**src/rtl/regfile_write_arbiter_pkg.sv**
```systemverilog
// Shared definitions for the register-file write-port arbiter.
// Holds the default register-file geometry, the arbiter FSM state encoding,
// and the writeback request record used by requesters.
package regfile_pkg;

    localparam int REG_ADDR_W = 5;
    localparam int REG_DATA_W = 32;
    localparam int NUM_REGS   = 32;

    // Legacy-compatible raw encodings, reused as the enum values.
    localparam logic [0:0] ST_INIT = 1'b0;
    localparam logic [0:0] ST_RUN  = 1'b1;

    typedef enum logic [0:0] {
        INIT = ST_INIT,
        RUN  = ST_RUN
    } arb_state_t;

    typedef struct packed {
        logic [REG_ADDR_W-1:0] addr;
        logic [REG_DATA_W-1:0] data;
    } wb_req_t;

endpackage

```
**src/rtl/regfile_write_arbiter_if.sv**
```systemverilog
// Bundle between the writeback requesters, the arbiter and the register file
// write port.
//   req0_*     : ALU writeback request (valid/addr/data in, ready out)
//   req1_*     : load writeback request (valid/addr/data in, ready out)
//   wa/wd/we   : register file A3 / WD / WE
//   init_done  : zero sweep finished
// modport master : requester / register-file side
// modport slave  : arbiter side
interface regfile_write_arbiter_if #(
    parameter int N = 5,
    parameter int M = 32
);
    logic         req0_valid;
    logic [N-1:0] req0_addr;
    logic [M-1:0] req0_data;
    logic         req0_ready;
    logic         req1_valid;
    logic [N-1:0] req1_addr;
    logic [M-1:0] req1_data;
    logic         req1_ready;
    logic [N-1:0] wa;
    logic [M-1:0] wd;
    logic         we;
    logic         init_done;

    modport master (
        output req0_valid, req0_addr, req0_data,
        input  req0_ready,
        output req1_valid, req1_addr, req1_data,
        input  req1_ready,
        input  wa, wd, we, init_done
    );

    modport slave (
        input  req0_valid, req0_addr, req0_data,
        output req0_ready,
        input  req1_valid, req1_addr, req1_data,
        output req1_ready,
        output wa, wd, we, init_done
    );
endinterface

```
**src/rtl/regfile_write_arbiter_rr_arbiter2.sv**
```systemverilog
// Two-way round-robin grant.
//   clk, srst : clock, synchronous active-high reset (pointer -> 0)
//   en        : grants are only issued while high
//   req[1:0]  : requests
//   update    : a grant was consumed this cycle; advance the pointer
//   gnt[1:0]  : one-hot (or zero) grant, combinational
// The pointer names the requester that wins the next tie; after serving
// requester i it points at the other one.
module rr_arbiter2 (
    input  logic       clk,
    input  logic       srst,
    input  logic       en,
    input  logic [1:0] req,
    input  logic       update,
    output logic [1:0] gnt
);
    logic ptr_reg;

    assign gnt[0] = en & req[0] & (~req[1] | ~ptr_reg);
    assign gnt[1] = en & req[1] & (~req[0] |  ptr_reg);

    always_ff @(posedge clk) begin
        if (srst) begin
            ptr_reg <= 1'b0;
        end else if (update && (gnt != 2'b00)) begin
            // Served 0 -> favour 1 next, served 1 -> favour 0 next.
            ptr_reg <= gnt[0];
        end
    end
endmodule

```
**src/rtl/regfile_write_arbiter.sv**
```systemverilog
// Owner of the register file write port.
// After reset it writes zero to every register (one per cycle, address
// 0..NUM_REGS-1), then shares the port between the ALU writeback (req0) and
// the load writeback (req1) with round-robin valid/ready arbitration.
// Writes are registered: an accepted request shows up on wa/wd/we one cycle
// later. Ports: clk, rst (synchronous, active high), bus (slave modport).
module regfile_write_arbiter #(
    parameter int N             = regfile_pkg::REG_ADDR_W,
    parameter int M             = regfile_pkg::REG_DATA_W,
    parameter int NUM_REGS      = 2**N,
    parameter bit ZERO_PROTECT  = 1'b1,
    parameter bit INIT_ON_RESET = 1'b1
) (
    input  logic                   clk,
    input  logic                   rst,
    regfile_write_arbiter_if.slave bus
);
    import regfile_pkg::*;

    // One extra counter bit keeps the final sweep address unambiguous.
    localparam logic [N:0] CNT_LAST = (N+1)'(NUM_REGS - 1);

    arb_state_t   state_reg;
    logic [N:0]   cnt_reg;
    logic         we_reg;
    logic [N-1:0] wa_reg;
    logic [M-1:0] wd_reg;
    logic         init_done_reg;

    logic [1:0]   valid;
    logic [1:0]   gnt;
    logic [1:0]   blocked;
    logic [N-1:0] addr [2];
    logic [M-1:0] data [2];
    logic         sel;

    assign valid   = {bus.req1_valid, bus.req0_valid};
    assign addr[0] = bus.req0_addr;
    assign addr[1] = bus.req1_addr;
    assign data[0] = bus.req0_data;
    assign data[1] = bus.req1_data;

    // A write to register 0 is still accepted but must not assert WE.
    generate
        for (genvar gi = 0; gi < 2; gi++) begin : g_zero_guard
            assign blocked[gi] = ZERO_PROTECT && (addr[gi] == '0);
        end
    endgenerate

    rr_arbiter2 u_arb (
        .clk    (clk),
        .srst   (rst),
        .en     (state_reg == RUN),
        .req    (valid),
        .update (gnt != 2'b00),
        .gnt    (gnt)
    );

    assign sel = gnt[1];

    always_ff @(posedge clk) begin
        if (rst) begin
            if (INIT_ON_RESET) begin
                state_reg <= INIT;
            end else begin
                state_reg <= RUN;
            end
            cnt_reg       <= '0;
            we_reg        <= 1'b0;
            wa_reg        <= '0;
            wd_reg        <= '0;
            init_done_reg <= !INIT_ON_RESET;
        end else begin
            case (state_reg)
                INIT: begin
                    we_reg  <= 1'b1;
                    wa_reg  <= cnt_reg[N-1:0];
                    wd_reg  <= '0;
                    cnt_reg <= cnt_reg + 1'b1;
                    if (cnt_reg == CNT_LAST) begin
                        state_reg     <= RUN;
                        init_done_reg <= 1'b1;
                    end
                end
                default: begin
                    if (gnt != 2'b00) begin
                        wa_reg <= addr[sel];
                        wd_reg <= data[sel];
                        we_reg <= !blocked[sel];
                    end else begin
                        // Idle edge: drop WE, keep the last address/data.
                        we_reg <= 1'b0;
                    end
                end
            endcase
        end
    end

    assign bus.req0_ready = gnt[0];
    assign bus.req1_ready = gnt[1];
    assign bus.wa         = wa_reg;
    assign bus.wd         = wd_reg;
    assign bus.we         = we_reg;
    assign bus.init_done  = init_done_reg;
endmodule

```
**src/flat_wrapper.sv**
```systemverilog
// flat-port wrapper written by rule: the top's interface ports become plain ports
module regfile_write_arbiter_flat import regfile_pkg::*;
#(
    parameter int N             = regfile_pkg::REG_ADDR_W,
    parameter int M             = regfile_pkg::REG_DATA_W,
    parameter int NUM_REGS      = 2**N,
    parameter bit ZERO_PROTECT  = 1'b1,
    parameter bit INIT_ON_RESET = 1'b1
)
  (clk, rst, bus_req0_valid, bus_req0_addr, bus_req0_data, bus_req0_ready, bus_req1_valid, bus_req1_addr, bus_req1_data, bus_req1_ready, bus_wa, bus_wd, bus_we, bus_init_done);
  regfile_write_arbiter_if #(.N(N), .M(M)) bus_i ();
  input  logic clk;
  input  logic rst;
  input wire logic [$bits(bus_i.req0_valid)-1:0] bus_req0_valid;
  input wire logic [$bits(bus_i.req0_addr)-1:0] bus_req0_addr;
  input wire logic [$bits(bus_i.req0_data)-1:0] bus_req0_data;
  output wire logic [$bits(bus_i.req0_ready)-1:0] bus_req0_ready;
  input wire logic [$bits(bus_i.req1_valid)-1:0] bus_req1_valid;
  input wire logic [$bits(bus_i.req1_addr)-1:0] bus_req1_addr;
  input wire logic [$bits(bus_i.req1_data)-1:0] bus_req1_data;
  output wire logic [$bits(bus_i.req1_ready)-1:0] bus_req1_ready;
  output wire logic [$bits(bus_i.wa)-1:0] bus_wa;
  output wire logic [$bits(bus_i.wd)-1:0] bus_wd;
  output wire logic [$bits(bus_i.we)-1:0] bus_we;
  output wire logic [$bits(bus_i.init_done)-1:0] bus_init_done;
  assign bus_i.req0_valid = bus_req0_valid;
  assign bus_i.req0_addr = bus_req0_addr;
  assign bus_i.req0_data = bus_req0_data;
  assign bus_req0_ready = bus_i.req0_ready;
  assign bus_i.req1_valid = bus_req1_valid;
  assign bus_i.req1_addr = bus_req1_addr;
  assign bus_i.req1_data = bus_req1_data;
  assign bus_req1_ready = bus_i.req1_ready;
  assign bus_wa = bus_i.wa;
  assign bus_wd = bus_i.wd;
  assign bus_we = bus_i.we;
  assign bus_init_done = bus_i.init_done;
  regfile_write_arbiter #(.N(N), .M(M), .NUM_REGS(NUM_REGS), .ZERO_PROTECT(ZERO_PROTECT), .INIT_ON_RESET(INIT_ON_RESET)) u_core (.clk(clk), .rst(rst), .bus(bus_i));
endmodule
```
**config.mk**
```make
export PLATFORM = sky130hd
export DESIGN_NAME = regfile_write_arbiter_flat
export DESIGN_NICKNAME = d
export VERILOG_FILES = /design/src/rtl/regfile_write_arbiter_pkg.sv /design/src/rtl/regfile_write_arbiter_if.sv /design/src/rtl/regfile_write_arbiter_rr_arbiter2.sv /design/src/rtl/regfile_write_arbiter.sv /design/src/flat_wrapper.sv
export SDC_FILE = /design/constraint.sdc
export NUM_CORES = 1
export LEC_CHECK = 0
export CAP_MARGIN = 15
export CORE_ASPECT_RATIO = 1.4
export CORE_MARGIN = 2
export CORE_UTILIZATION = 43
export CTS_CLUSTER_SIZE = 10
export DETAILED_ROUTE_END_ITERATION = 7
export PLACE_DENSITY = 0.95
export SKIP_CTS_REPAIR_TIMING = 1
export SLEW_MARGIN = 10
export SYNTH_ARGS = -nofsm -noshare
export SYNTH_HDL_FRONTEND = slang
export SYNTH_HIERARCHICAL = 1
export SYNTH_SLANG_ARGS = --single-unit
```
**constraint.sdc**
```tcl
create_clock -name clk -period 4.28 [get_ports clk]
set_clock_uncertainty 0.2 [all_clocks]
set_input_delay 0.856 -clock clk [delete_from_list [all_inputs] [get_ports clk]]
set_output_delay 0.856 -clock clk [all_outputs]
set_load 0.02 [all_outputs]
```
# Word level (Yosys, flattened, before mapping)
# Index checks and enable logic that the tools add are counted.
totals:
  wordCells: 43
  regBits: 47
op_classes:
  n_mux: 14
  magnitude_cmp: 2
  eq_ne: 2
  n_addsub: 1
  reduce_logical: 6
  bitwise_logic: 11
op_table:
  columns: ["cell", "n"]
  rows:
  - ["2-to-1 mux 32 bit", 3]
  - ["2-to-1 mux 5 bit", 5]
  - ["zero test 5 bit", 2]
  - ["adder 6 x 1 -> 6 bit (second input constant)", 1]
  - ["equality test 6 x 5 -> 1 bit (second input constant)", 1]
  - ["2-to-1 mux 1 bit", 6]
  - ["AND 1 bit", 4]
  - ["inverter 1 bit", 4]
  - ["greater-or-equal comparator 2 bit (second input constant)", 1]
  - ["< comparator 1 x 2 -> 1 bit (second input constant)", 1]
  - ["!= test 2 bit (second input constant)", 1]
  - ["inverter 1 -> 2 bit", 1]
  - ["OR 1 bit", 2]
  - ["AND reduction 2 bit", 1]
  - ["nonzero test 2 bit", 1]
  - ["OR reduction 2 bit", 1]
  - ["zero test 1 bit", 1]

# Logic depth before layout (Yosys ltp)
logic_depth:
  ltp_word: 9
  mapped_depth: 7

# Modules after synthesis
# The synthesis kept the hierarchy.
modules_own_cells:
  columns: ["module", "cells_per_inst", "instances", "area_per_inst_um2", "seq_area_each_um2"]
  rows:
  - ["regfile_write_arbiter", 208, 1, 2323.5, 920.9]
  - ["rr_arbiter2", 9, 1, 65.1, 20.0]

# Least setup slack after synthesis
# Ideal clock, no wire load.
synth_path:
  path_type: "input -> register"
  startpoint: "input port bus_req0_valid"
  endpoint: "register u_core.wd_reg[20], in the netlist u_core/bus.wd[20]"
  setup_ns: 0.128
  slack_ns: 1.774
  cell_stages: 7
  t_arrival_ns: 2.178
  required_time_ns: 3.952
  cell_sequence: "nand2_1 -> a21oi_1 -> buf_6 -> buf_6 -> mux2_4 -> mux2i_1 -> nor2_1"
synth_between:
  elab_cells_between_ends: 10
  classes_between: "mux (3); bitwise (6); reduce/logical (1)"
synth_lines:
  columns: ["item", "line", "source"]
  rows:
  - ["start, declared", "flat_wrapper.sv:14", "input wire logic [$bits(bus_i.req0_valid)-1:0] bus_req0_valid;"]
  - ["AND 1 bit (2 in series)", "regfile_write_arbiter_rr_arbiter2.sv:19", "assign gnt[0] = en & req[0] & (~req[1] | ~ptr_reg);"]
  - ["net bus_req0_ready", "flat_wrapper.sv:17", "output wire logic [$bits(bus_i.req0_ready)-1:0] bus_req0_ready;"]
  - ["nonzero test 2 bit", "regfile_write_arbiter.sv:86", "if (gnt != 2'b00) begin"]
  - ["end signal, assigned", "regfile_write_arbiter.sv:88", "wd_reg <= data[sel];"]
  - ["end, declared", "regfile_write_arbiter.sv:27", "logic [M-1:0] wd_reg;"]
# The timed path passes the listed nets, and every way through them passes these cells. The select of a mux whose other input is x is not followed.
# A chain may end at the register's enable or synchronous reset.

# Final worst setup path
layout_path:
  startpoint: "input port bus_req0_valid"
  endpoint: "output port bus_req0_ready"
layout_between:
  elab_chain_len: 2
layout_lines:
  columns: ["item", "line"]
  rows:
  - ["AND 1 bit (2 in series)", "regfile_write_arbiter_rr_arbiter2.sv:19"]
  - ["end, declared", "flat_wrapper.sv:17"]
# Every way passes these cells.

==> flow_metrics.env <==
export IMPL_die_w_um=67.0
export IMPL_maxCapViolations=0
export IMPL_fin_crit_sh_pct=78.5
export IMPL_drive_above_1_share_pct=13.3
export IMPL_routedWlPerCell_um=16.2
export IMPL_crit_type="primary input to output pin"
export IMPL_synth_seq_area_share_pct=39.4
export IMPL_cts_tree="yes"
export IMPL_hold_path_class="flop to flop"
export IMPL_switching_share_pct=19.6
export IMPL_gp_congestion=0.741
export IMPL_grt_pass1_vias=2102
export IMPL_comb_power_share_pct=11.4
export IMPL_r2r_setup_slack_ps=1710
export IMPL_core_sq_um=5450
export IMPL_root_buffer="clkbuf_8"
export IMPL_cts_max_path_buffers=2
export IMPL_port_buffers=118
export IMPL_io_pins=119
export IMPL_postLayoutCoreUtil_pct=67.9
export IMPL_syn2layout_area_growth_pct=54.9
export IMPL_synthCells=217
export IMPL_chipHeight_um=92.2
export IMPL_power_internal_w=0.000686
export IMPL_r2r_end="u_core/bus.wa[0]"
export IMPL_initial_core_util_pct=43.9
export IMPL_layout_commonest_cell="clkdlybuf4s50_1"
export IMPL_n_fill_cell=442
export IMPL_antenna_cells=0
export IMPL_ys_types=32
export IMPL_synth_nets=296
export IMPL_numClockSinks=47
export IMPL_dp_hpwl_um=4850
export IMPL_dieArea_sq_um=6180
export IMPL_end_kind="output pin"
export IMPL_numCtsBuffers=5
export IMPL_synth_top_area_share_pct=39.4
export IMPL_worstPathArrival_ps=2300
export IMPL_crit_end="bus_req0_ready"
export IMPL_cp_required_ps=3220
export IMPL_grt_use_total_pct=21.2
export IMPL_clkLatencyLatePin_ps=290
export IMPL_placed_cell_area_sq_um=3600
export IMPL_finalHoldViolCount=0
export IMPL_setup_viol=0
export IMPL_grt_ovfl_total=0
export IMPL_syn_area_per_cell_sq_um=11.0
export IMPL_fin_tns_setup_ps=0
export IMPL_finalCriticalPeriod_ps=3360
export IMPL_regToRegStartpoint="u_core/state_reg"
export IMPL_final_area_sq_um=3700
export IMPL_status="complete, no violations"
export IMPL_routed_wl_um=6470
export IMPL_largest_reg_flops=32
export IMPL_synthesis_area_sq_um=2390
export IMPL_p_per_area_nw_per_um2=230
export IMPL_slew_headroom_pct=54.5
export IMPL_p_leak_nw=1.27
export IMPL_peakVddDrop_mv=0.188
export IMPL_rsz0062_at_grt="false"
export IMPL_netlist_top_cells_area="dfxtp_1, mux2_4, mux2i_1"
export IMPL_ctsHtreeMaxLevel=2
export IMPL_seqPwrFrac_pct=52.3
export IMPL_drc=0
export IMPL_rr_worst_depth=6
export IMPL_final_max_slew_viol_count=0
export IMPL_rows=32
export IMPL_grt_max_degree=41
export IMPL_antenna_found_initial=0
export IMPL_clockPowerShare_pct=36.4
export IMPL_synth_seq_cells=47
export IMPL_synth_top_cell_by_area="dfxtp_1"
export IMPL_mostFrequentLayoutCells="clkdlybuf4s50_1, dfxtp_1, nor2_1"
export IMPL_grt_first_pass_wirelength_um=10100
export IMPL_drt_iter0_drc=119
export IMPL_crit_fanout=3
export IMPL_crit_path_start="bus_req0_valid"
export IMPL_avgViaCountPerCell=5.04
export IMPL_max_freq_mhz=298
export IMPL_cts_clk_slew_worst_paths_ps=80
export IMPL_firstDrtPassIters=4
export IMPL_ant_nets=0
export IMPL_synth_yosys_warnings=6
export IMPL_via_count=2015
export IMPL_finalNetCount=411
export IMPL_worstMarginPinSlew_ps=683
export IMPL_cp_start_kind="primary input"
export IMPL_p_switching_w=0.000167
[layout make-up]
class / count / area, sq um / area share [%]
Tap cell: 68 / 85.1 / 2.30
Inverter: 2 / 7.51 / 0.203
Multi-Input combinational cell: 154 / 1350 / 36.6
Sequential cell: 47 / 941 / 25.4
Clock buffer: 6 / 72.6 / 1.96
Timing Repair Buffer: 122 / 1210 / 32.7
Clock inverter: 1 / 30.0 / 0.812
[cells in the mapped netlist]
cell	instances
a21oi_1	4
a21oi_2	1
a41o_1	1
buf_2	4
buf_4	2
buf_6	6
clkbuf_1	2
dfxtp_1	47
ha_1	1
inv_1	2
mux2_1	7
mux2_4	30
mux2i_1	37
nand2_1	4
nand2b_1	7
nand3_1	2
nand4b_1	1
nand4b_2	1
nor2_1	38
nor2b_1	1
nor3_1	1
nor4bb_1	1
o211ai_1	1
o21ai_0	1
o22ai_1	5
o32ai_1	1
or2_1	1
or2b_1	1
or3_1	1
or4_1	2
xnor2_1	1
xor2_1	3
[stage by stage]
| stage | instances | power, W | hold WS [ps] | setup WS [ps] |
|---|---|---|---|---|
| floorplan | 217 | 0.000471 | 257 | 1770 |
| global placement | 393 | 0.000550 | 264 | 954 |
| detailed placement | 393 | 0.000553 | 271 | 924 |
| CTS | 400 | 0.000861 | 289 | 919 |
| global route | 400 | 0.000889 | 323 | 857 |
| finish | 400 | 0.000853 | 284 | 920 |
[worst min path at each step]
stage                               startpoint                   end  slack (ps)  depth (start not counted)
final                     u_core/bus.init_done  u_core/bus.init_done         280                          2
after global routing         u_core/cnt_reg[5]     u_core/cnt_reg[5]         320                          2
after CTS                    u_core/cnt_reg[5]     u_core/cnt_reg[5]         290                          2
after detailed placement  u_core/bus.init_done  u_core/bus.init_done         270                          2
after global placement    u_core/bus.init_done  u_core/bus.init_done         260                          2
after floorplan              u_core/cnt_reg[5]     u_core/cnt_reg[5]         260                          2
[power by group through the flow]
stage | Clock [W] | Sequential (W) | Combinational [W]
after floorplan | 0 | 0.000458 | 0.0000132
after global placement | 0 | 0.000455 | 0.0000947
after detailed placement | 0 | 0.000456 | 0.0000971
after CTS | 0.000318 | 0.000446 | 0.0000977
after global routing | 0.000339 | 0.000446 | 0.000103
final | 0.000310 | 0.000446 | 0.0000970
[routing by layer]
layer	share of wire [%]	GRT usage, %
met1	36	22.4
met2	52	37.5
met3	8.0	6.01
met5	0	0
met4	3.2	10.2
[logic make-up after synthesis]
kind of cell | Yosys count | share of synthesized area, %
muxes | 74 | 37.7
AOI/OAI and AO/OA | 14 | 3.82
xor gates and xnor gates | 4 | 1.47
and+or+nand+nor | 61 | 12.2
buffers and inverters | 16 | 4.92
DFF | 47 | 39.4
adders and majority gates | 1 | 0.524
[critical path, cell delays in order]
cell	delay, ps
clkdlybuf4s50_1	570
nand2_1	120
a21oi_4	140
clkdlybuf4s50_1	620
(Power assumes the default switching activity.)
